==> src/rtl/sv39_page_walker.sv <==
// Sv39 page-table walker for instruction fetch: reads PTEs with 8-beat Sysbus line
// reads, walks up to three levels and returns a physical address or a page fault.
module sv39_page_walker #(
    parameter int BUS_DATA_WIDTH = 64,
    parameter int BUS_TAG_WIDTH  = 13,
    parameter int PTESIZE        = 8,
    parameter int LEVELS         = 3,
    parameter int BEATS_PER_LINE = 8
) (
    input  logic                      clk,
    input  logic                      reset,
    input  logic                      walk_req_valid,
    input  logic [63:0]               walk_req_vaddr,
    input  logic [63:0]               walk_ptbr,
    output logic                      walk_req_ready,
    output logic                      walk_resp_valid,
    output logic [63:0]               walk_resp_paddr,
    output logic                      walk_resp_fault,
    input  logic                      walk_resp_ack,
    output logic                      bus_reqcyc,
    output logic [63:0]               bus_req,
    output logic [BUS_TAG_WIDTH-1:0]  bus_reqtag,
    input  logic                      bus_reqack,
    input  logic                      bus_respcyc,
    output logic                      bus_respack,
    input  logic [BUS_DATA_WIDTH-1:0] bus_resp,
    input  logic [BUS_TAG_WIDTH-1:0]  bus_resptag
);
    localparam int PTE_LSB  = $clog2(PTESIZE);
    localparam int LINE_LSB = $clog2(PTESIZE * BEATS_PER_LINE);
    localparam int BEAT_W   = $clog2(BEATS_PER_LINE);
    localparam int LVL_W    = $clog2(LEVELS);
    localparam logic [LVL_W-1:0]  LAST_LVL  = LVL_W'(LEVELS - 1);
    localparam logic [BEAT_W-1:0] LAST_BEAT = BEAT_W'(BEATS_PER_LINE - 1);
    localparam logic       SYSBUS_READ   = 1'b1;
    localparam logic [3:0] SYSBUS_MEMORY = 4'b0001;

    typedef enum logic [2:0] {IDLE, REQ, RESP, EVAL, DONE} state_t;

    state_t                    state_q, state_d;
    logic [38:0]               va_q;
    logic [63:0]               a_q;
    logic [LVL_W-1:0]          lvl_q;
    logic [BEAT_W-1:0]         beat_q;
    logic [BUS_DATA_WIDTH-1:0] pte_q;
    logic [63:0]               paddr_q;
    logic                      fault_q;

    logic [8:0]  vpn;
    logic [63:0] pte_addr;
    logic [43:0] ppn;
    logic        eval_leaf, eval_misaligned, eval_fault;
    logic [63:0] leaf_paddr;
    logic        unused_bits;

    always_comb begin
        vpn = 9'd0;
        case (lvl_q)
            LVL_W'(0): vpn = va_q[38:30];
            LVL_W'(1): vpn = va_q[29:21];
            default:   vpn = va_q[20:12];
        endcase
    end

    assign pte_addr   = a_q + (64'(vpn) << PTE_LSB);
    assign bus_req    = bus_reqcyc ? {pte_addr[63:LINE_LSB], LINE_LSB'(0)} : 64'd0;
    assign bus_reqtag = BUS_TAG_WIDTH'({SYSBUS_READ, SYSBUS_MEMORY, 8'h00});
    assign ppn        = pte_q[53:10];

    // PTE bits: [0]=V [1]=R [2]=W [3]=X; superpages must have their low PPN bits clear.
    always_comb begin
        eval_leaf       = pte_q[1] | pte_q[3];
        eval_misaligned = eval_leaf &&
                          ((lvl_q == LVL_W'(0) && ppn[17:0] != 18'd0) ||
                           (lvl_q == LVL_W'(1) && ppn[8:0]  != 9'd0));
        eval_fault      = !pte_q[0] || (!pte_q[1] && pte_q[2]) ||
                          (lvl_q == LAST_LVL && !eval_leaf) || eval_misaligned;
    end

    always_comb begin
        leaf_paddr = 64'd0;
        case (lvl_q)
            LVL_W'(0): leaf_paddr = {8'd0, ppn[43:18], va_q[29:0]};
            LVL_W'(1): leaf_paddr = {8'd0, ppn[43:9],  va_q[20:0]};
            default:   leaf_paddr = {8'd0, ppn,        va_q[11:0]};
        endcase
    end

    always_ff @(posedge clk) begin
        if (reset) state_q <= IDLE;
        else       state_q <= state_d;
    end

    always_comb begin
        // NOTE: every output and the next state get a default first so no latch is inferred.
        state_d         = state_q;
        walk_req_ready  = 1'b0;
        walk_resp_valid = 1'b0;
        bus_reqcyc      = 1'b0;
        bus_respack     = 1'b0;
        case (state_q)
            IDLE: begin
                walk_req_ready = 1'b1;
                if (walk_req_valid) state_d = REQ;
            end
            REQ: begin
                bus_reqcyc = 1'b1;
                if (bus_reqack) state_d = RESP;
            end
            RESP: begin
                bus_respack = bus_respcyc;
                if (bus_respcyc && beat_q == LAST_BEAT) state_d = EVAL;
            end
            EVAL: state_d = (eval_fault || eval_leaf) ? DONE : REQ;
            DONE: begin
                walk_resp_valid = 1'b1;
                if (walk_resp_ack) state_d = IDLE;
            end
            default: state_d = IDLE;
        endcase
    end

    // The whole line is always drained; only the beat holding our PTE is kept.
    always_ff @(posedge clk) begin
        // NOTE: non-blocking assignments so every register updates from pre-edge values.
        if (reset) begin
            va_q    <= '0;
            a_q     <= '0;
            lvl_q   <= '0;
            beat_q  <= '0;
            pte_q   <= '0;
            paddr_q <= '0;
            fault_q <= 1'b0;
        end else begin
            case (state_q)
                IDLE: if (walk_req_valid) begin
                    va_q  <= walk_req_vaddr[38:0];
                    a_q   <= walk_ptbr;
                    lvl_q <= '0;
                end
                REQ: beat_q <= '0;
                RESP: if (bus_respcyc) begin
                    beat_q <= beat_q + BEAT_W'(1);
                    if (beat_q == pte_addr[LINE_LSB-1:PTE_LSB]) pte_q <= bus_resp;
                end
                EVAL: begin
                    if (eval_fault) begin
                        paddr_q <= '0;
                        fault_q <= 1'b1;
                    end else if (eval_leaf) begin
                        paddr_q <= leaf_paddr;
                        fault_q <= 1'b0;
                    end else begin
                        a_q   <= {8'd0, ppn, 12'd0};
                        lvl_q <= lvl_q + LVL_W'(1);
                    end
                end
                default: ;
            endcase
        end
    end

    assign walk_resp_paddr = paddr_q;
    assign walk_resp_fault = fault_q;

    assign unused_bits = ^{bus_resptag, walk_req_vaddr[63:39], pte_q[BUS_DATA_WIDTH-1:54],
                           pte_q[9:4], pte_addr[PTE_LSB-1:0]};
endmodule
==> config.mk <==
export PLATFORM = sky130hd
export DESIGN_NAME = sv39_page_walker
export DESIGN_NICKNAME = d
export VERILOG_FILES = /design/src/rtl/sv39_page_walker.sv
export SDC_FILE = /design/constraint.sdc
export NUM_CORES = 1
export LEC_CHECK = 0
export ABC_AREA = 1
export BUFFER_PORTS_ARGS = -buffer_cell sky130_fd_sc_hd__buf_2
export CORE_MARGIN = 10
export CORE_UTILIZATION = 35
export DETAILED_ROUTE_END_ITERATION = 8
export HOLD_SLACK_MARGIN = 0.02
export SLEW_MARGIN = 20
export SYNTH_ARGS = -nofsm -noshare
export SYNTH_HDL_FRONTEND = slang
export SYNTH_SLANG_ARGS = --single-unit
==> constraint.sdc <==
create_clock -name clk -period 4.6 [get_ports clk]
set_clock_uncertainty 0.05 [all_clocks]
set_input_delay 0.92 -clock clk [delete_from_list [all_inputs] [get_ports clk]]
set_output_delay 0.92 -clock clk [all_outputs]
set_load 0.03 [all_outputs]
==> run_results.csv, run 1 <==
group,metric,value,unit
status,status,"finished clean",
floorplan,ioPinCount,357,
setup_path,worst_ep_required_time,3.63,ns
flow_run,maxCapViolCount,0,
clock_tree,cts_buffer_depth,3,
global_route,grt_max_degree,97,
clock_tree,ctsHoldBuffers,0,
power_and_ir_drop,internal_power,4.60,mW
setup_path,startpoint_type,"flip-flop",
power_and_ir_drop,power_frac_seq,32.1,%
power_and_ir_drop,switching_share,42.4,%
power_and_ir_drop,p_comb_share,40.4,%
setup_path,crit_fanout,19,
detailed_routing,wl_met2,19.6,mm
yosys,synth_top_cell_by_area,"dfxtp_1",
detailed_routing,drt_pass1_iterations,5,
clock_tree,cts_tree,"built",
yosys,synth.avg_cell_area,6.40,µm²
floorplan,dieArea,40600,µm²
clock_tree,cts_num_sinks,213,
cells_and_area,drive_gt1_share,19.5,%
clock_tree,clk_latency,0.53,ns
placed_design,dp_hpwl,34.1,mm
detailed_routing,route.met3.wl,3.33,mm
yosys,synth.distinct_cells,41,
yosys,synthTopCellsByArea,"dfxtp_1 (37%), nand2_1 (16%), a21oi_1 (8.6%)",
detailed_routing,wl_per_cell,17.6,µm
setup_path,cp.arrival,3.43,ns
detailed_routing,num_vias,12000,
sta,fmaxAchievable,228,MHz
power_and_ir_drop,clkPwrFrac,27.5,%
yosys,synth_ff_type,"dfxtp_1",
yosys,ys_seq_elements,213,
yosys,synth-async-reset-ratio,0,%
yosys,netlist_area,11500,µm²
detailed_routing,final_antenna_net_count,0,
global_route,grt_use_total,20.6,%
clock_tree,clk_pin_slew,0.06,ns
power_and_ir_drop,switching_power,3.39,mW
global_route,grt_pass1_vias,11500,
clock_tree,cts-htree-levels,1,
hold_path,min_path_type,"reg2reg",
sta,drv_slew,0,
sta,relSlewSlack,40.4,%
yosys,synth_common_cells,"nand2_1 (487), nor2_1 (222), dfxtp_1 (213), a21oi_1 (198), inv_1 (185)",
sta,finalHoldViolations,0,
clock_tree,cts-buffers-inserted,26,
detailed_routing,via_per_inst,4.81,
sta,min_period_over_period,95.6,%
clock_tree,cts-root-buf,"clkbuf_16",
sta,hold_slack,0.402,ns
cells_and_area,nFillCells,3520,
yosys,yosysSeqAreaShare,37.0,%
setup_path,crit_path_top_delay_cell,"ha_2",
sta,setup_viol,0,
yosys,syn_inst,1802,
setup_path,crit_family,"simple AND/OR/NAND/NOR gates",
sta,worst_pin_slew,0.895,ns
power_and_ir_drop,vdd_drop_max,0.000417,V
global_route,grt_antenna_before_repair,16,
sta,fin_crit,4.40,ns
yosys,netlist.area_leader.share,37.0,%
yosys,synth-edff-count,0,
setup_path,cp_num_buf_inv,5,
floorplan,die_w,202,µm
detailed_routing,drc,0,
floorplan,start_util,35.4,%
detailed_routing,top_layer_used,"met5",
setup_path,crit_chain,"inv_2 > ha_4 > inv_8 > o221ai_2 > ha_2 > nand2_1 > nor2_1 > nor2_1 > nor2_1 > inv_1 > nand2_2 > inv_1 > nor2_4 > xor2_1 > nor2_1 > buf_2",
floorplan,die_h,202,µm
cells_and_area,syn2layout_area_growth,23.7,%
detailed_routing,routed_wl,44.1,mm
global_route,overflow,0,
detailed_routing,drtIter0Drc,812,
power_and_ir_drop,p_leak,6.45,nW
floorplan,fp.coreArea,32500,µm²
yosys,synth_warnings,0,
placed_design,io_buffer_count,272,
setup_path,crit_top_cell,"nor2_1",
cells_and_area,final_nets,2263,
setup_path,cp_slowest_stage_delay,0.41,ns
cells_and_area,utilization,43.8,%
placed_design,globalplace.congestion,0.943,
floorplan,rows,66,
power_and_ir_drop,p_per_area,560,nW/µm²
detailed_routing,m1WireLength,20.3,mm
setup_path,critPathKind,"reg2out",
yosys,synth_most_common_cell,"nand2_1",
setup_path,worst_setup_path_end_kind,"output port",
global_route,grt_pass1_wl,67.3,mm
-- final cells by class --
class | instances | area, µm² | area share [%]
diodes | 12 | 30.0 | 0.211
flip-flops and latches | 213 | 4270 | 29.9
clock inverters | 11 | 168 | 1.18
multi-input cells | 1305 | 6180 | 43.3
repair buffers | 297 | 1570 | 11.0
clock buffers | 35 | 766 | 5.37
well taps | 442 | 553 | 3.88
inverters | 192 | 732 | 5.13
-- worst register-to-register path: stages (launching register included) --
cell and delay (ns):
dfxtp_1 0.37, inv_2 0.08, ha_4 0.20, nor2_4 0.18
nand2_1 0.09, o221ai_2 0.09, ha_2 0.23, fa_1 0.44
xor2_1 0.15, nor2_1 0.07, nand3_2 0.06, buf_4 0.64
o21ai_0 0.30, a21oi_1 0.15
-- per-layer routing --
| layer | track usage (%) | vias up |
|---|---|---|
| met5 | 0 | - |
| met4 | 4.48 | 8 |
| met3 | 5.75 | 58 |
| met2 | 32.6 | 340 |
| met1 | 27.3 | 5462 |
| li1 | - | 6180 |
-- registers in the layout, summed over array words and instances, names as in the netlist --
signal / cells
walk_resp_paddr: 56
va_q: 39
lvl_q: 2
pte_q: 48
walk_resp_fault: 1
state_q: 3
a_q: 61
beat_q: 3
-- final timing paths --
check        startpoint  slack (ns)  cells after the start     endpoint
max reg2reg    lvl_q[1]        1.44                     13    pte_q[26]
min            pte_q[0]        0.40                      2     pte_q[0]
max            lvl_q[1]        0.20                     16  bus_req[20]
min reg2reg    pte_q[0]        0.40                      2     pte_q[0]
-- placed cells by master (no fill, tap or decap), types with 5 or more instances in the layout --
cell,count
nand2_1,478
buf_2,268
nor2_1,216
dfxtp_1,212
a21oi_1,195
inv_1,182
o21ai_0,155
nand3_1,82
xor2_1,28
conb_1,27
clkbuf_16,27
buf_4,25
nor3_1,21
nand4_1,16
diode_2,12
ha_1,12
nand2_2,10
o22ai_1,9
o221ai_2,7
inv_2,7
nor3_2,6
clkbuf_8,6
nor4_1,5
-- metrics by stage --
stage                     std cells  power (mW)  instance area (µm²)  setup slack [ns]  TNS [ns]
after global placement         2440        5.62                13100             0.299         0
after floorplan                1827        4.78                11600             0.481         0
after global routing           2502        8.58                14200           -0.0129   -0.0214
after detailed placement       2440        5.65                13100             0.248         0
final                          2507        7.99                14300             0.205         0
after CTS                      2489        7.92                14000           0.00540         0
-- repair_timing --
item,4_1_cts,5_1_grt
cloned,0,1
setup buffers,3,5
setup endpoints to repair,33,49
resized for setup,12,38
pin swaps,2,12
-- power groups by stage --
stage	Combinational, mW	Clock [mW]	Sequential, mW
after floorplan	2.30	0	2.48
after global placement	3.03	0	2.59
after detailed placement	3.06	0	2.59
after CTS	3.11	2.25	2.56
after global routing	3.63	2.33	2.61
final	3.23	2.20	2.56
-- kinds of logic after synthesis --
logic type | count (synthesis) | share of synthesized area [%]
and+or+nand+nor | 851 | 30.0
AOI/OAI and AO/OA | 380 | 17.1
buffers and inverters | 310 | 11.8
DFF | 213 | 37.0
xor gates and xnor gates | 29 | 2.20
adders and majority gates | 17 | 1.91
other | 2 | 0.0651
Power figures use the tool's default switching activity.
==> run 2, diff against run 1 <==
- GPL_TIMING_DRIVEN: default -> 0
==> run_results.csv, run 2 (synthesized netlist as in run 1, its figures left out) <==
group,metric,value,unit
hold_path,min-delay-start,"pte_q[0]",
placed_design,placed_cell_area,13500,µm²
detailed_routing,final_antenna_net_count,0,
placed_design,io_buffer_count,272,
cells_and_area,syn2layout_area_growth,27.9,%
setup_path,crit_top_cell,"nand2_1",
setup_path,worst_setup_path_end_kind,"output port",
sta,worst_pin_slew,0.878,ns
setup_path,startpoint_type,"flip-flop",
clock_tree,cts_num_sinks,213,
detailed_routing,routed_wl,47.9,mm
sta,min_period_over_period,96.7,%
clock_tree,cts-htree-levels,1,
cells_and_area,final_nets,2363,
floorplan,die_h,202,µm
detailed_routing,drtIter0Drc,740,
detailed_routing,num_vias,12600,
floorplan,ioPinCount,357,
setup_path,critPathKind,"reg2out",
status,status,"finished clean",
clock_tree,cts-buffers-inserted,25,
clock_tree,clk_latency,0.53,ns
power_and_ir_drop,p_leak,6.69,nW
floorplan,fp.coreArea,32500,µm²
sta,setup_viol,0,
setup_path,crit_fanout,9,
clock_tree,ctsHoldBuffers,0,
power_and_ir_drop,vdd_drop_max,0.000268,V
global_route,overflow,0,
clock_tree,cts_tree,"built",
setup_path,cp_slowest_stage_delay,0.41,ns
placed_design,dp_hpwl,39.5,mm
floorplan,start_util,35.4,%
floorplan,rows,66,
hold_path,min_path_type,"reg2reg",
detailed_routing,wl_per_cell,18.4,µm
power_and_ir_drop,p_per_area,549,nW/µm²
clock_tree,clk_pin_slew,0.06,ns
setup_path,crit_path_top_delay_cell,"fa_1",
sta,drv_slew,0,
cells_and_area,final_common_cell,"nand2_1",
setup_path,crit_family,"adder cells",
floorplan,die_w,202,µm
sta,fmaxAchievable,225,MHz
flow_run,maxCapViolCount,0,
global_route,grt_use_total,22.6,%
cells_and_area,final_cell_mix,"nand2_1 (478), buf_2 (285), nor2_1 (215)",
cells_and_area,drive_gt1_share,20.7,%
setup_path,cp.arrival,3.48,ns
sta,hold_slack,0.395,ns
setup_path,crit_chain,"inv_2 > ha_4 > inv_6 > o221ai_2 > ha_1 > fa_1 > nand3_1 > nand2_2 > nand2_1 > nand2_1 > nand2_1 > nand2_4 > nand2_2 > o21ai_0 > a21oi_2 > buf_4",
hold_path,hold_depth,2,
cells_and_area,largest-register,"a_q",
setup_path,crit_start,"lvl_q[1]",
clock_tree,cts-root-buf,"clkbuf_16",
global_route,grt_max_degree,20,
global_route,grt_pass1_wl,72.2,mm
power_and_ir_drop,p_total,8.11,mW
global_route,grt_pass1_vias,12300,
sta,finalHoldViolations,0,
setup_path,path_depth,16,
placed_design,globalplace.congestion,0.964,
setup_path,reg2reg_from,"lvl_q[1]",
detailed_routing,via_per_inst,4.83,
detailed_routing,drt_pass1_iterations,7,
sta,fin_crit,4.45,ns
setup_path,reg2reg_depth,12,
setup_path,worst_ep_required_time,3.63,ns
clock_tree,cts_buffer_depth,3,
cells_and_area,final_area,14800,µm²
sta,relSlewSlack,41.5,%
detailed_routing,drc,0,
cells_and_area,largest_register_ffs,61,
setup_path,cp_num_buf_inv,3,
global_route,grt_antenna_before_repair,11,
floorplan,dieArea,40600,µm²
[run 2: cell types whose count changed in the layout (fill, tap and decap cells not counted), moves of 2 or more]
cell / delta
buf_1: +4
buf_2: +17
buf_4: +23
buf_6: +8
bufinv_16: -2
clkbuf_1: +54
clkbuf_16: -2
clkbuf_4: -2
diode_2: -6
ha_2: -2
ha_4: +3
nand2_2: -2
nand2_4: +2
[run 2: area by class of cell]
cell class              instances  area [µm²]
diodes                          6        15.0
well taps                     442         553
clock inverters                 6        82.6
plain buffers                 116         636
clock buffers                  36         737
multi-input cells            1305        6270
repair buffers                282        1460
flip-flops and latches        213        4270
inverters                     192         738
fillers                      3609       17800
[run 2: timing repair]
| item | in CTS | in global routing |
|---|---|---|
| gates resized for setup | 36 | 38 |
| buffers inserted | 5 | 5 |
| pin swaps | 4 | 7 |
| cloned | 0 | 1 |
| setup endpoints to repair | 56 | 45 |
[run 2: final timing paths]
check / end / slack [ns]
worst max-delay path: bus_req[25] / 0.15
worst min-delay path: pte_q[0] / 0.40
worst min register to register: pte_q[0] / 0.40
worst max register to register: pte_q[33] / 1.53
[run 2: stage by stage]
stage	utilization (%)	TNS (ns)	std cells	worst slack (ns)
2_1_floorplan	-	0	1827	0.481
3_3_place_gp	41.6	-3.16	2541	-0.385
3_5_place_dp	41.6	-3.72	2541	-0.375
4_1_cts	44.6	-0.0575	2586	-0.0203
5_1_grt	45.3	-0.0590	2593	-0.0398
6_report	45.3	0	2598	0.154
[run 2: tightest hold or removal path: stages (launching register included)]
cell and delay, ns:
dfxtp_1 0.31, inv_1 0.05, a21oi_1 0.05
[run 2: per-layer routing]
layer,vias to the layer above,GRT usage [%],routed length [µm]
li1,6379,-,-
met1,5703,29.2,21500
met2,405,36.6,21800
met3,62,5.91,3530
met4,10,5.34,989
met5,-,0,71
[run 2: power by group]
group | leakage [nW] | internal (mW) | switching [mW]
Sequential | 1.74 | 2.23 | 0.347
Combinational | 4.55 | 1.14 | 2.39
Clock | 0.403 | 1.21 | 0.792
Total | 6.69 | 4.58 | 3.53
==> run 3, diff against run 2 <==
- clock period: 4.6 -> 5.6 ns (I/O delays scaled with it)
==> run_results.csv, run 3 (synthesized netlist as in run 1, its figures left out) <==
group,metric,value,unit
flow_run,maxCapViolCount,0,
detailed_routing,drc,0,
status,status,"finished clean",
power_and_ir_drop,p_comb_share,42.1,%
setup_path,crit_chain,"inv_1 > ha_1 > clkinvlp_4 > o221ai_1 > ha_1 > a21oi_1 > inv_1 > nand2_1 > nand3_1 > nand2_1 > nand2_1 > nand2_1 > nor2_1 > xor2_1 > nor2_1 > buf_2",
floorplan,start_util,35.4,%
detailed_routing,via_per_inst,4.82,
placed_design,place_ws,0.425,ns
cells_and_area,largest-register,"a_q",
clock_tree,clk_pin_slew,0.06,ns
setup_path,cp_slowest_stage_delay,0.40,ns
clock_tree,clk_latency,0.53,ns
clock_tree,cts-buffers-inserted,25,
sta,tns,0,ns
detailed_routing,final_antenna_net_count,0,
placed_design,dp_hpwl,39.5,mm
cells_and_area,utilization,44.4,%
clock_tree,ctsHoldBuffers,0,
detailed_routing,routed_wl,47.7,mm
cells_and_area,syn2layout_area_growth,25.2,%
cells_and_area,seq_area,4260,µm²
cells_and_area,final_nets,2358,
sta,fin_crit,5.34,ns
power_and_ir_drop,power_frac_seq,32.5,%
global_route,grt_pass1_wl,72.0,mm
setup_path,worst_setup_path_end_kind,"output port",
sta,relSlewSlack,43.3,%
detailed_routing,drtIter0Drc,738,
hold_path,min_path_type,"reg2reg",
detailed_routing,wl_per_cell,18.4,µm
floorplan,ioPinCount,357,
setup_path,cp.arrival,4.17,ns
floorplan,rows,66,
cells_and_area,largest_register_ffs,61,
global_route,overflow,0,
cells_and_area,final_cell_mix,"nand2_1 (487), buf_2 (294), nor2_1 (220)",
setup_path,crit_end,"bus_req[34]",
power_and_ir_drop,p_per_area,449,nW/µm²
sta,worst_pin_slew,0.850,ns
sta,drv_slew,0,
clock_tree,cts_num_sinks,213,
floorplan,fp.coreArea,32500,µm²
setup_path,crit_path_top_delay_cell,"o221ai_1",
sta,rsz0062_at_grt,"true",
cells_and_area,drive_gt1_share,18.7,%
detailed_routing,num_vias,12500,
clock_tree,cts_tree,"built",
power_and_ir_drop,p_leak,6.63,nW
sta,setup_slack,0.261,ns
global_route,grt_antenna_before_repair,11,
setup_path,crit_top_cell,"nand2_1",
placed_design,io_buffer_count,272,
setup_path,crit_fanout,9,
clock_tree,cts_buffer_depth,3,
placed_design,globalplace.congestion,0.964,
sta,min_period_over_period,95.3,%
setup_path,reg2reg_slack,2.16,ns
sta,finalHoldViolations,0,
cells_and_area,final_common_cell,"nand2_1",
setup_path,worstReg2RegEnd,"pte_q[33]",
sta,hold_slack,0.395,ns
power_and_ir_drop,switching_power,2.83,mW
setup_path,startpoint_type,"flip-flop",
cells_and_area,nFillCells,3644,
setup_path,reg2reg_depth,12,
global_route,grt_pass1_vias,12300,
setup_path,reg2reg_from,"lvl_q[1]",
power_and_ir_drop,switching_share,43.6,%
cells_and_area,multiInputGateArea,6020,µm²
floorplan,die_h,202,µm
clock_tree,cts-root-buf,"clkbuf_16",
power_and_ir_drop,vdd_drop_max,0.000221,V
floorplan,dieArea,40600,µm²
setup_path,crit_start,"lvl_q[1]",
power_and_ir_drop,clkPwrFrac,25.3,%
power_and_ir_drop,internal_power,3.66,mW
sta,setup_viol,0,
sta,fmaxAchievable,187,MHz
floorplan,die_w,202,µm
detailed_routing,drt_pass1_iterations,5,
global_route,grt_max_degree,20,
setup_path,worst_ep_required_time,4.43,ns
clock_tree,cts-htree-levels,1,
global_route,grt_use_total,22.5,%
setup_path,critPathKind,"reg2out",
-- run 3: cell types whose count changed in the layout (fill, tap and decap cells not counted), sizes merged --
cell      delta
buf          -3
clkinvlp     +1
clkbuf       -1
clkinv       -1
nor2         -1
-- run 3: area by class of cell --
cell class | count | area share [%]
Sequential cell | 213 | 29.5
Buffer | 116 | 4.40
Clock inverter | 6 | 0.572
Inverter | 192 | 5.04
Clock buffer | 36 | 5.10
Antenna cell | 6 | 0.104
Tap cell | 442 | 3.83
Timing Repair Buffer | 278 | 9.74
Multi-Input combinational cell | 1304 | 41.7
-- run 3: per-stage QoR --
stage / total power [mW] / std cells / instance area, µm²
6_report: 6.49 / 2593 / 14400
5_1_grt: 6.95 / 2588 / 14400
4_1_cts: 6.46 / 2582 / 14400
3_5_place_dp: 4.81 / 2541 / 13500
3_3_place_gp: 4.77 / 2541 / 13500
2_1_floorplan: 3.93 / 1827 / 11600
-- run 3: power by group through the flow --
stage                     logic, mW  clock network (mW)  registers [mW]
after global routing           3.07                1.73            2.15
after floorplan                1.89                   0            2.03
after detailed placement       2.68                   0            2.13
after CTS                      2.69                1.67            2.10
final                          2.73                1.64            2.11
after global placement         2.65                   0            2.13
-- run 3: worst min path at each step --
| stage | to | from | slack (ns) | depth (start not counted) |
|---|---|---|---|---|
| 2_1_floorplan | pte_q[0] | pte_q[0] | 0.37 | 2 |
| 3_3_place_gp | pte_q[0] | pte_q[0] | 0.38 | 2 |
| 3_5_place_dp | pte_q[0] | pte_q[0] | 0.39 | 2 |
| 4_1_cts | pte_q[0] | pte_q[0] | 0.40 | 2 |
| 5_1_grt | pte_q[0] | pte_q[0] | 0.41 | 2 |
| 6_report | pte_q[0] | pte_q[0] | 0.39 | 2 |
-- run 3: worst max-delay path: cells and delay by family (launching register included) --
family / cells / cell delay (ns)
simple gates: 7 / 1.18
compound gates: 2 / 0.64
fa+ha+maj: 2 / 0.70
flops: 1 / 0.33
buf+inv: 4 / 0.65
xor+xnor: 1 / 0.15
-- run 3: metal layers --
metal | vias up | share of wire (%) | global-route usage, %
met1 | 5650 | 45 | 29.4
met2 | 402 | 46 | 36.8
met4 | 10 | 1.7 | 4.62
li1 | 6369 | - | -
met5 | - | 0.15 | 0
met3 | 56 | 7.6 | 5.67
-- run 3: what timing repair did --
action	CTS	global route
hold endpoints to repair	0	0
setup endpoints to repair	8	16
setup buffers	0	6
pin swaps	0	1
resized for setup	0	8
